==> config.mk <==
export PLATFORM = sky130hd
export DESIGN_NAME = jtkunio_sndcmd_flat
export DESIGN_NICKNAME = d
export VERILOG_FILES = /design/src/rtl/jtkunio_sndcmd_if.sv /design/src/rtl/jtkunio_sndcmd.sv /design/src/flat_wrapper.sv
export SDC_FILE = /design/constraint.sdc
export NUM_CORES = 1
export LEC_CHECK = 0
export CORE_ASPECT_RATIO = 0.75
export CORE_MARGIN = 2
export CORE_UTILIZATION = 30
export CTS_BUF_LIST = sky130_fd_sc_hd__clkbuf_4
export DETAILED_ROUTE_END_ITERATION = 8
export PLACE_DENSITY_LB_ADDON = 0.08
export SLEW_MARGIN = 0
export SYNTH_ARGS = -nofsm -noshare
export SYNTH_HDL_FRONTEND = slang
export SYNTH_SLANG_ARGS = --single-unit
==> constraint.sdc <==
create_clock -name clk -period 2.7 [get_ports clk]
set_clock_uncertainty 0.2 [all_clocks]
set_input_delay 0.54 -clock clk [delete_from_list [all_inputs] [get_ports clk]]
set_output_delay 0.54 -clock clk [all_outputs]
set_load 0.01 [all_outputs]
==> src/rtl/jtkunio_sndcmd_if.sv <==
// Bus bundle between the main CPU sound latch, the sound CPU and the command FIFO.
interface jtkunio_sndcmd_if #(
  parameter int DEPTH = 4
);
  localparam int AW = (DEPTH > 1) ? $clog2(DEPTH) : 1;

  logic          main_wr;
  logic [7:0]    main_din;
  logic          snd_rd;
  logic          stat_rd;
  logic [7:0]    snd_dout;
  logic [7:0]    snd_stat;
  logic          snd_irq;
  logic [AW:0]   level;
  logic          overflow;

  // CPU side: drives the access decodes and data, observes the channel.
  modport master (
    output main_wr, main_din, snd_rd, stat_rd,
    input  snd_dout, snd_stat, snd_irq, level, overflow
  );

  // Channel side: the command FIFO itself.
  modport slave (
    input  main_wr, main_din, snd_rd, stat_rd,
    output snd_dout, snd_stat, snd_irq, level, overflow
  );
endinterface

==> src/rtl/jtkunio_sndcmd.sv <==
// Sound-command FIFO: main CPU latch writes are queued, the sound CPU reads the
// oldest byte and gets an IRQ while commands are pending, with a guaranteed
// IRQ-low gap after each read so the ISR can return before re-entry.
module jtkunio_sndcmd #(
  parameter int DEPTH   = 4,
  parameter int IRQ_GAP = 8
) (
  input  logic clk,
  input  logic rst,
  input  logic snd_cen,
  jtkunio_sndcmd_if.slave bus
);
  localparam int AW = (DEPTH > 1) ? $clog2(DEPTH) : 1;
  localparam int LW = AW + 1;
  localparam int GW = (IRQ_GAP > 0) ? $clog2(IRQ_GAP + 1) : 1;

  typedef enum logic [1:0] {
    ST_IDLE   = 2'd0,
    ST_ASSERT = 2'd1,
    ST_GAP    = 2'd2
  } state_t;

  // Pointers wrap modulo DEPTH, which need not fill the pointer width.
  function automatic logic [AW-1:0] ptr_inc(input logic [AW-1:0] p);
    return (p == AW'(DEPTH - 1)) ? '0 : p + AW'(1);
  endfunction

  logic          wr_q, rd_q, stat_q;
  logic [AW-1:0] wr_ptr_q, wr_ptr_d;
  logic [AW-1:0] rd_ptr_q, rd_ptr_d;
  logic [LW-1:0] level_q, level_d;
  logic          ovf_q, ovf_d;
  logic [7:0]    dout_q;
  logic [7:0]    mem_q [DEPTH];
  state_t        state_q, state_d;
  logic [GW-1:0] gap_q, gap_d;
  logic          irq_q, irq_d;

  logic push_edge, pop_edge, stat_fall;
  logic full, empty, do_push, do_pop, ovf_set;
  logic [4:0] lvl_ext;
  logic [2:0] lvl_sat;

  // Edge detection: push on main_wr rise, pop and status clear on falling ends.
  assign push_edge = bus.main_wr & ~wr_q;
  assign pop_edge  = ~bus.snd_rd & rd_q;
  assign stat_fall = ~bus.stat_rd & stat_q;

  assign full    = (level_q == LW'(DEPTH));
  assign empty   = (level_q == '0);
  assign do_pop  = pop_edge & ~empty;
  // A same-clk pop frees the slot, so a push at full is still accepted.
  assign do_push = push_edge & (~full | do_pop);
  assign ovf_set = push_edge & full & ~do_pop;

  // Register previous access-decode levels for edge detection.
  // NOTE: sequential state uses non-blocking (<=) so every flop samples pre-edge values.
  always_ff @(posedge clk or posedge rst) begin
    if (rst) begin
      wr_q   <= 1'b0;
      rd_q   <= 1'b0;
      stat_q <= 1'b0;
    end else begin
      wr_q   <= bus.main_wr;
      rd_q   <= bus.snd_rd;
      stat_q <= bus.stat_rd;
    end
  end

  // Next pointers, fill level and sticky overflow (set beats clear).
  always_comb begin
    // NOTE: every always_comb output gets a default first so no latch is inferred.
    wr_ptr_d = wr_ptr_q;
    rd_ptr_d = rd_ptr_q;
    level_d  = level_q + LW'(do_push) - LW'(do_pop);
    ovf_d    = ovf_q;
    if (do_push) wr_ptr_d = ptr_inc(wr_ptr_q);
    if (do_pop)  rd_ptr_d = ptr_inc(rd_ptr_q);
    if (ovf_set)        ovf_d = 1'b1;
    else if (stat_fall) ovf_d = 1'b0;
  end

  // FIFO bookkeeping registers.
  always_ff @(posedge clk or posedge rst) begin
    if (rst) begin
      wr_ptr_q <= '0;
      rd_ptr_q <= '0;
      level_q  <= '0;
      ovf_q    <= 1'b0;
    end else begin
      wr_ptr_q <= wr_ptr_d;
      rd_ptr_q <= rd_ptr_d;
      level_q  <= level_d;
      ovf_q    <= ovf_d;
    end
  end

  // Storage array written at the tail on an accepted push.
  // NOTE: the array has no reset; entries are only read once level marks them valid.
  always_ff @(posedge clk) begin
    if (do_push) mem_q[wr_ptr_q] <= bus.main_din;
  end

  // Head byte register: follows the head while data exists, holds when empty.
  always_ff @(posedge clk or posedge rst) begin
    if (rst)         dout_q <= 8'h00;
    else if (!empty) dout_q <= mem_q[rd_ptr_q];
  end

  // IRQ FSM state register, gap counter and registered IRQ output.
  always_ff @(posedge clk or posedge rst) begin
    if (rst) begin
      state_q <= ST_IDLE;
      gap_q   <= '0;
      irq_q   <= 1'b0;
    end else begin
      state_q <= state_d;
      gap_q   <= gap_d;
      irq_q   <= irq_d;
    end
  end

  // IRQ FSM next state: assert while pending, enforce the post-pop gap.
  always_comb begin
    state_d = state_q;
    gap_d   = gap_q;
    case (state_q)
      ST_IDLE: begin
        if (!empty) state_d = ST_ASSERT;
      end
      ST_ASSERT: begin
        if (do_pop) begin
          state_d = ST_GAP;
          gap_d   = GW'(IRQ_GAP);
        end
      end
      ST_GAP: begin
        if (gap_q == '0)  state_d = empty ? ST_IDLE : ST_ASSERT;
        else if (snd_cen) gap_d   = gap_q - GW'(1);
      end
      default: state_d = ST_IDLE;
    endcase
  end

  // IRQ FSM output: decode the upcoming state so the IRQ pin is a flop.
  always_comb begin
    irq_d = (state_d == ST_ASSERT);
  end

  // Status byte level field saturates at 7.
  assign lvl_ext = 5'(level_q);
  assign lvl_sat = (lvl_ext > 5'd7) ? 3'd7 : lvl_ext[2:0];

  assign bus.snd_dout = dout_q;
  assign bus.snd_stat = {ovf_q, 4'd0, lvl_sat};
  assign bus.snd_irq  = irq_q;
  assign bus.level    = level_q;
  assign bus.overflow = ovf_q;
endmodule
==> src/flat_wrapper.sv <==
// flat-port wrapper written by rule: the top's interface ports become plain ports
module jtkunio_sndcmd_flat 
#(
  parameter int DEPTH   = 4,
  parameter int IRQ_GAP = 8
)
  (clk, rst, snd_cen, bus_main_wr, bus_main_din, bus_snd_rd, bus_stat_rd, bus_snd_dout, bus_snd_stat, bus_snd_irq, bus_level, bus_overflow);
  jtkunio_sndcmd_if #(.DEPTH(DEPTH)) bus_i ();
  input  logic clk;
  input  logic rst;
  input  logic snd_cen;
  input wire logic [$bits(bus_i.main_wr)-1:0] bus_main_wr;
  input wire logic [$bits(bus_i.main_din)-1:0] bus_main_din;
  input wire logic [$bits(bus_i.snd_rd)-1:0] bus_snd_rd;
  input wire logic [$bits(bus_i.stat_rd)-1:0] bus_stat_rd;
  output wire logic [$bits(bus_i.snd_dout)-1:0] bus_snd_dout;
  output wire logic [$bits(bus_i.snd_stat)-1:0] bus_snd_stat;
  output wire logic [$bits(bus_i.snd_irq)-1:0] bus_snd_irq;
  output wire logic [$bits(bus_i.level)-1:0] bus_level;
  output wire logic [$bits(bus_i.overflow)-1:0] bus_overflow;
  assign bus_i.main_wr = bus_main_wr;
  assign bus_i.main_din = bus_main_din;
  assign bus_i.snd_rd = bus_snd_rd;
  assign bus_i.stat_rd = bus_stat_rd;
  assign bus_snd_dout = bus_i.snd_dout;
  assign bus_snd_stat = bus_i.snd_stat;
  assign bus_snd_irq = bus_i.snd_irq;
  assign bus_level = bus_i.level;
  assign bus_overflow = bus_i.overflow;
  jtkunio_sndcmd #(.DEPTH(DEPTH), .IRQ_GAP(IRQ_GAP)) u_core (.clk(clk), .rst(rst), .snd_cen(snd_cen), .bus(bus_i));
endmodule
=== Word level (Yosys, flattened, before mapping) ===
Memory sizes are Yosys's and may differ from the RTL's. A register that Yosys moved wholly into a read port is not among the register bits.
Cells that the tools add are included.

* Memories: 1
* Output and inout bits: 21
* Input bits: 14
* Bits in latches: 0
* RAM bits: 32
* Logic and storage cells: 63
* Bits in registers: 18
* Bits in read-only memories: 0

* Shifts and indexed selects: 0
* Add/sub/neg operators: 5
* Muxes and demuxes: 16
* Equality and inequality tests: 9
* Magnitude comparators: 1
* Multipliers: 0
* Reduce and logical (&&, ||, !) cells: 7
* Bitwise gates (word level): 14
* Div/mod/pow operators: 0

{| class="wikitable"
|+ Memory list
! name !! depth !! bits a word !! read ports !! clocked after Yosys merged registers in !! write ports !! line !! source
|-
| u_core.mem_q || 4 || 8 || 1 || 1 || 1 || jtkunio_sndcmd.sv:34 || <nowiki>logic [7:0] mem_q [DEPTH];</nowiki>
|}

{| class="wikitable"
|+ Operators by type and width
! operator !! number
|-
| $mux W4 || 3
|-
| $mux W2 || 5
|-
| $pmux W4 S2 || 1
|-
| $and A1 B1 Y1 || 7
|-
| $eq A2 B2 Y1 const B || 3
|-
| $not A1 Y1 || 6
|-
| $pmux W2 S3 || 1
|-
| $mux W1 || 5
|-
| $add A2 B1 Y2 const B || 2
|-
| $eq A2 B1 Y1 const B || 2
|-
| $logic_not A4 Y1 || 1
|-
| $ne A2 B2 Y1 const B || 2
|-
| $reduce_and A4 Y1 || 1
|-
| $reduce_bool A2 Y1 || 2
|-
| $sub A4 B1 Y4 const B || 1
|-
| $add A3 B1 Y3 || 1
|-
| $eq A3 B3 Y1 const B || 1
|-
| $gt A3 B3 Y1 const B || 1
|-
| $logic_not A3 Y1 || 1
|-
| $mux W3 || 1
|-
| $sub A3 B1 Y3 || 1
|-
| $logic_not A2 Y1 || 1
|-
| $ne A2 B1 Y1 const B || 1
|-
| $logic_not A1 Y1 || 1
|-
| $or A1 B1 Y1 || 1
|}

=== Logic depth before layout (Yosys ltp) ===
* Depth after elaboration: 7
* Mapped depth: 7
* Mapped depth without buffers: 7

=== Worst setup path after synthesis ===
OpenSTA, ideal clock, no wires.

* Path kind: input port to flip-flop
* Start: input bus_snd_rd
* End: register u_core.level_q[2] (netlist: u_core.bus.level[2])
* Path slack: 0.587 ns
* Data required time: 2.377 ns
* Stages: 7
* Data arrival time: 1.791 ns
* Buffers on the path: 0
* Path through: nand2b_1 nor2_1 ha_1 inv_1 ha_1 fa_1 xnor2_1

* Longest elaborated chain between the ends: 7

{| class="wikitable"
|+ RTL lines
! what !! line !! source
|-
| start, declared || flat_wrapper.sv:14 || <nowiki>input wire logic [$bits(bus_i.snd_rd)-1:0] bus_snd_rd;</nowiki>
|-
| $not A1 Y1 (*) || jtkunio_sndcmd.sv:46 || <nowiki>assign pop_edge = ~bus.snd_rd & rd_q;</nowiki>
|-
| $and A1 B1 Y1 (*) || jtkunio_sndcmd.sv:46 ||
|-
| $and A1 B1 Y1 (*) || jtkunio_sndcmd.sv:51 || <nowiki>assign do_pop = pop_edge & ~empty;</nowiki>
|-
| named net u_core.do_pop || jtkunio_sndcmd.sv:40 || <nowiki>logic full, empty, do_push, do_pop, ovf_set;</nowiki>
|-
| $or A1 B1 Y1 || jtkunio_sndcmd.sv:53 || <nowiki>assign do_push = push_edge & (~full | do_pop);</nowiki>
|-
| $and A1 B1 Y1 || jtkunio_sndcmd.sv:53 ||
|-
| $add A3 B1 Y3 || jtkunio_sndcmd.sv:75 || <nowiki>level_d = level_q + LW'(do_push) - LW'(do_pop);</nowiki>
|-
| $sub A3 B1 Y3 (*) || jtkunio_sndcmd.sv:75 ||
|-
| named net u_core.level_d[2] || jtkunio_sndcmd.sv:31 || <nowiki>logic [LW-1:0] level_q, level_d;</nowiki>
|-
| end signal, assigned || jtkunio_sndcmd.sv:93 || <nowiki>level_q <= level_d;</nowiki>
|-
| end, declared || jtkunio_sndcmd.sv:31 ||
|}

The timed path passes the listed nets; every way through them passes the cells marked *.
A chain may end at the register's enable or synchronous reset.

=== Final worst setup path ===
* Start: register u_core.level_q[2] (netlist: u_core.bus.level[2])
* End: output bus_snd_stat[2]

* Longest elaborated chain between the ends: 2

{| class="wikitable"
|+ RTL lines
! what !! line !! source
|-
| $gt A3 B3 Y1 || jtkunio_sndcmd.sv:152 || <nowiki>assign lvl_sat = (lvl_ext > 5'd7) ? 3'd7 : lvl_ext[2:0];</nowiki>
|-
| $mux W3 (*) || jtkunio_sndcmd.sv:152 ||
|-
| end, declared || flat_wrapper.sv:17 || <nowiki>output wire logic [$bits(bus_i.snd_stat)-1:0] bus_snd_stat;</nowiki>
|}

Every way passes the cells marked *; elsewhere a longest branch is shown, timed or not.

==> results.sh <==
export IMPL_ff2ff_path_depth=7
export IMPL_antenna_found_initial=0
export IMPL_timing_fmax_ghz=0.402
export IMPL_finalWorstSetupSlack_ns=0.214
export IMPL_reg2reg_from="u_core.bus.level[2]"
export IMPL_synth_main_ff_cell="edfxtp_1"
export IMPL_cts_tree="done"
export IMPL_path_clk_slew_ns=0.09
export IMPL_status="completed"
export IMPL_powerDensity_nw_per_um2=1030
export IMPL_drive_gt1_frac=0.194
export IMPL_ys_ff_latch=58
export IMPL_yosys_area_share_simple=0.112
export IMPL_highest_layer="met4"
export IMPL_yosys_area_share_xor_xnor=0.00350
export IMPL_wl_per_cell_um=14.0
export IMPL_post_cts_resized=0
export IMPL_dp_slack_ns=0.117
export IMPL_netlist_area_um2=2500
export IMPL_synth_async_sr_flop_share=0.448
export IMPL_tns_ns=0
export IMPL_grt_total_usage=0.115
export IMPL_met2_length_um=2130
export IMPL_p_leak_nw=1.28
export IMPL_cp_required_ns=1.96
export IMPL_grt_max_degree=27
export IMPL_maxSlewHeadroom=0.590
export IMPL_vdd_drop_max_mv=0.479
export IMPL_dr_wl_met3_um=233
export IMPL_worstHoldEndpoint="u_core.bus.snd_dout[3]"
export IMPL_drtIter0Drc=36
export IMPL_cap_violations=0
export IMPL_gp_congestion=0.705
export IMPL_clock_latency_ns=0.38
export IMPL_ff2ff_setup_slack_ns=0.61
export IMPL_worst_slew_pin_slew_ns=0.616
export IMPL_dr_pass1_iters=4
export IMPL_nFillCells=760
export IMPL_dieArea_um2=9090
export IMPL_core_area_um2=7990
export IMPL_hpwl_um=3080
export IMPL_totalWireLength_um=4590
export IMPL_stdcell_count=327
export IMPL_die_h_um=83.1
export IMPL_final_cell_area_um2=3170
export IMPL_hold_depth=2
export IMPL_synth_compound_area_share=0.0455
export IMPL_fin_crit_sh=0.921
export IMPL_grt_pass1_wl_um=7660
export IMPL_end_kind="primary output"
export IMPL_antenna_cells=0
export IMPL_synth_cells=176
export IMPL_cts_buffers=9
export IMPL_min_period_ns=2.49
export IMPL_cp_arrival_ns=1.75
export IMPL_worstReg2RegEnd="u_core.bus.level[2]"
export IMPL_postCtsSetupBuffers=0
export IMPL_die_w_um=109
export IMPL_boundaryPins=35
export IMPL_hold_viol=0
export IMPL_grt_pass1_vias=1522
export IMPL_synthAdderAreaFrac=0.0580
export IMPL_fin_nets=242
export IMPL_grt_setup_unrepaired="false"
export IMPL_cp_start_kind="flop"
export IMPL_worst_setup_path_type="flop to primary output"
export IMPL_vias_per_cell=4.46
export IMPL_hp_class="flop to flop"
export IMPL_detail_route_antenna_nets=0
export IMPL_synthDistinctLibCells=35
export IMPL_num_rows=28
export IMPL_setup_viol=0
export IMPL_ys_seq_area_frac=0.644
export IMPL_vias=1458
export IMPL_area_growth_pct=26.9
export IMPL_cts_sinks=58
export IMPL_path_max_fanout=7
export IMPL_synth_mux_area_frac=0.0900
export IMPL_initial_core_util=0.313
export IMPL_synth_edf_count=32
export IMPL_place_area_um2=2990
export IMPL_min_from="u_core.bus.snd_dout[3]"
export IMPL_drc=0
export IMPL_avgSynthCellArea_um2=14.2
export IMPL_dpl_cell_count=311
export IMPL_yosysWarnings=0
export IMPL_wl_met1_um=2170
export IMPL_finalMaxSlewViolations=0
export IMPL_clk_path_buf_depth=2
export IMPL_portBuffers=30
export IMPL_cts_root_buffer="clkbuf_4"
export IMPL_postCtsHoldBufs=0
export IMPL_ctsHtreeMaxLevel=3
export IMPL_overflow=0
export IMPL_synth_top_family_by_area="simple AND/OR/NAND/NOR gates"
export IMPL_fin_util=0.397
-- sequential cells by signal, summed over array words and instances, names as in the netlist --
register and count:
u_core.bus.overflow 1, u_core.rd_ptr_q 2, u_core.bus.snd_dout 8, u_core.rd_q 1
u_core.stat_q 1, u_core.wr_q 1, u_core.bus.level 3, u_core.bus.snd_irq 1
u_core.state_q 2, u_core.mem_q 32, u_core.gap_q 4, u_core.wr_ptr_q 2
-- worst max-delay path by stage --
| stage | startpoint | end | slack, ns | cells after the start |
|---|---|---|---|---|
| after CTS | u_core.bus.level[2] | bus_snd_stat[2] | 0.17 | 4 |
| after global routing | u_core.bus.level[2] | bus_snd_stat[2] | 0.06 | 4 |
| after detailed placement | bus_snd_rd | u_core.bus.level[2] | 0.12 | 8 |
| final | u_core.bus.level[2] | bus_snd_stat[2] | 0.21 | 4 |
| after global placement | bus_snd_rd | u_core.bus.level[2] | 0.15 | 8 |
| after floorplan | bus_snd_rd | u_core.bus.level[2] | 0.59 | 7 |
-- critical path, cell delays in order, from the launching register on --
cell             delay, ns
dfrtp_1               0.49
ha_1                  0.20
nand2_1               0.07
nand2b_1              0.08
clkdlybuf4s50_1       0.54
-- Yosys cell counts (all sizes together), types with 3 or more instances --
master   n  area (µm²)
buf      8        52.6
nor2     6        22.5
mux4     8         180
clkbuf   4        16.3
mux2     4        45.0
edfxtp  32         961
ha      10         125
nand2b   3        18.8
and2     4        25.0
or3      4        25.0
nand2   28         105
o21ai    5        25.0
dfrtp   26         651
inv     12        45.0
-- power breakdown --
part	total, mW	internal [mW]	leakage (nW)	switching (mW)
sequential	1.40	1.16	0.600	0.238
clock	0.783	0.475	0.100	0.308
combinational	1.09	0.623	0.576	0.467
-- metrics by stage --
step                hold WS [ns]  power, mW
floorplan                  0.305       2.04
global placement           0.248       2.49
detailed placement         0.257       2.53
CTS                        0.277       3.33
global route               0.308       3.52
finish                     0.272       3.27
-- area by class of cell --
type | count | area, µm² | area share
clock buffers | 10 | 75.1 | 0.0237
clock inverters | 6 | 105 | 0.0331
inverters | 12 | 45.0 | 0.0142
multi-input cells | 97 | 787 | 0.248
flip-flops and latches | 58 | 1610 | 0.508
well taps | 105 | 131 | 0.0414
repair buffers | 39 | 418 | 0.132
-- routing by layer --
metal | track usage | vias up
met5 | 0 | -
met4 | 0.0276 | 0
met3 | 0.0597 | 6
met2 | 0.175 | 31
met1 | 0.145 | 719
li1 | - | 702
-- cell families (layout without fill, tap and decap cells) --
kind of cell               after synthesis  after routing
AOI/OAI and AO/OA                       15             15
xor gates and xnor gates                 1              1
adders and majority gates               11             11
buffers and inverters                   24             67
DFF                                     58             58
muxes                                   12             12
other                                    1              4
and+or+nand+nor                         54             54
-- placed cells by master (no fill, tap or decap), types with 3 or more instances in the layout --
cell / synthesis / final
clkdlybuf4s50_1: 0 / 30
mux4_2: 8 / 8
nor2_1: 6 / 6
and2_1: 4 / 4
nand2_1: 28 / 28
or3_1: 4 / 4
clkinv_2: 0 / 3
bufinv_16: 0 / 3
o21ai_0: 5 / 5
clkbuf_4: 0 / 10
ha_1: 10 / 10
conb_1: 1 / 4
mux2_2: 4 / 4
nand2b_1: 3 / 3
edfxtp_1: 32 / 32
dfrtp_1: 26 / 26
buf_4: 5 / 5
buf_12: 0 / 4
inv_1: 12 / 12
No activity file was read; power rests on OpenSTA's default activity.
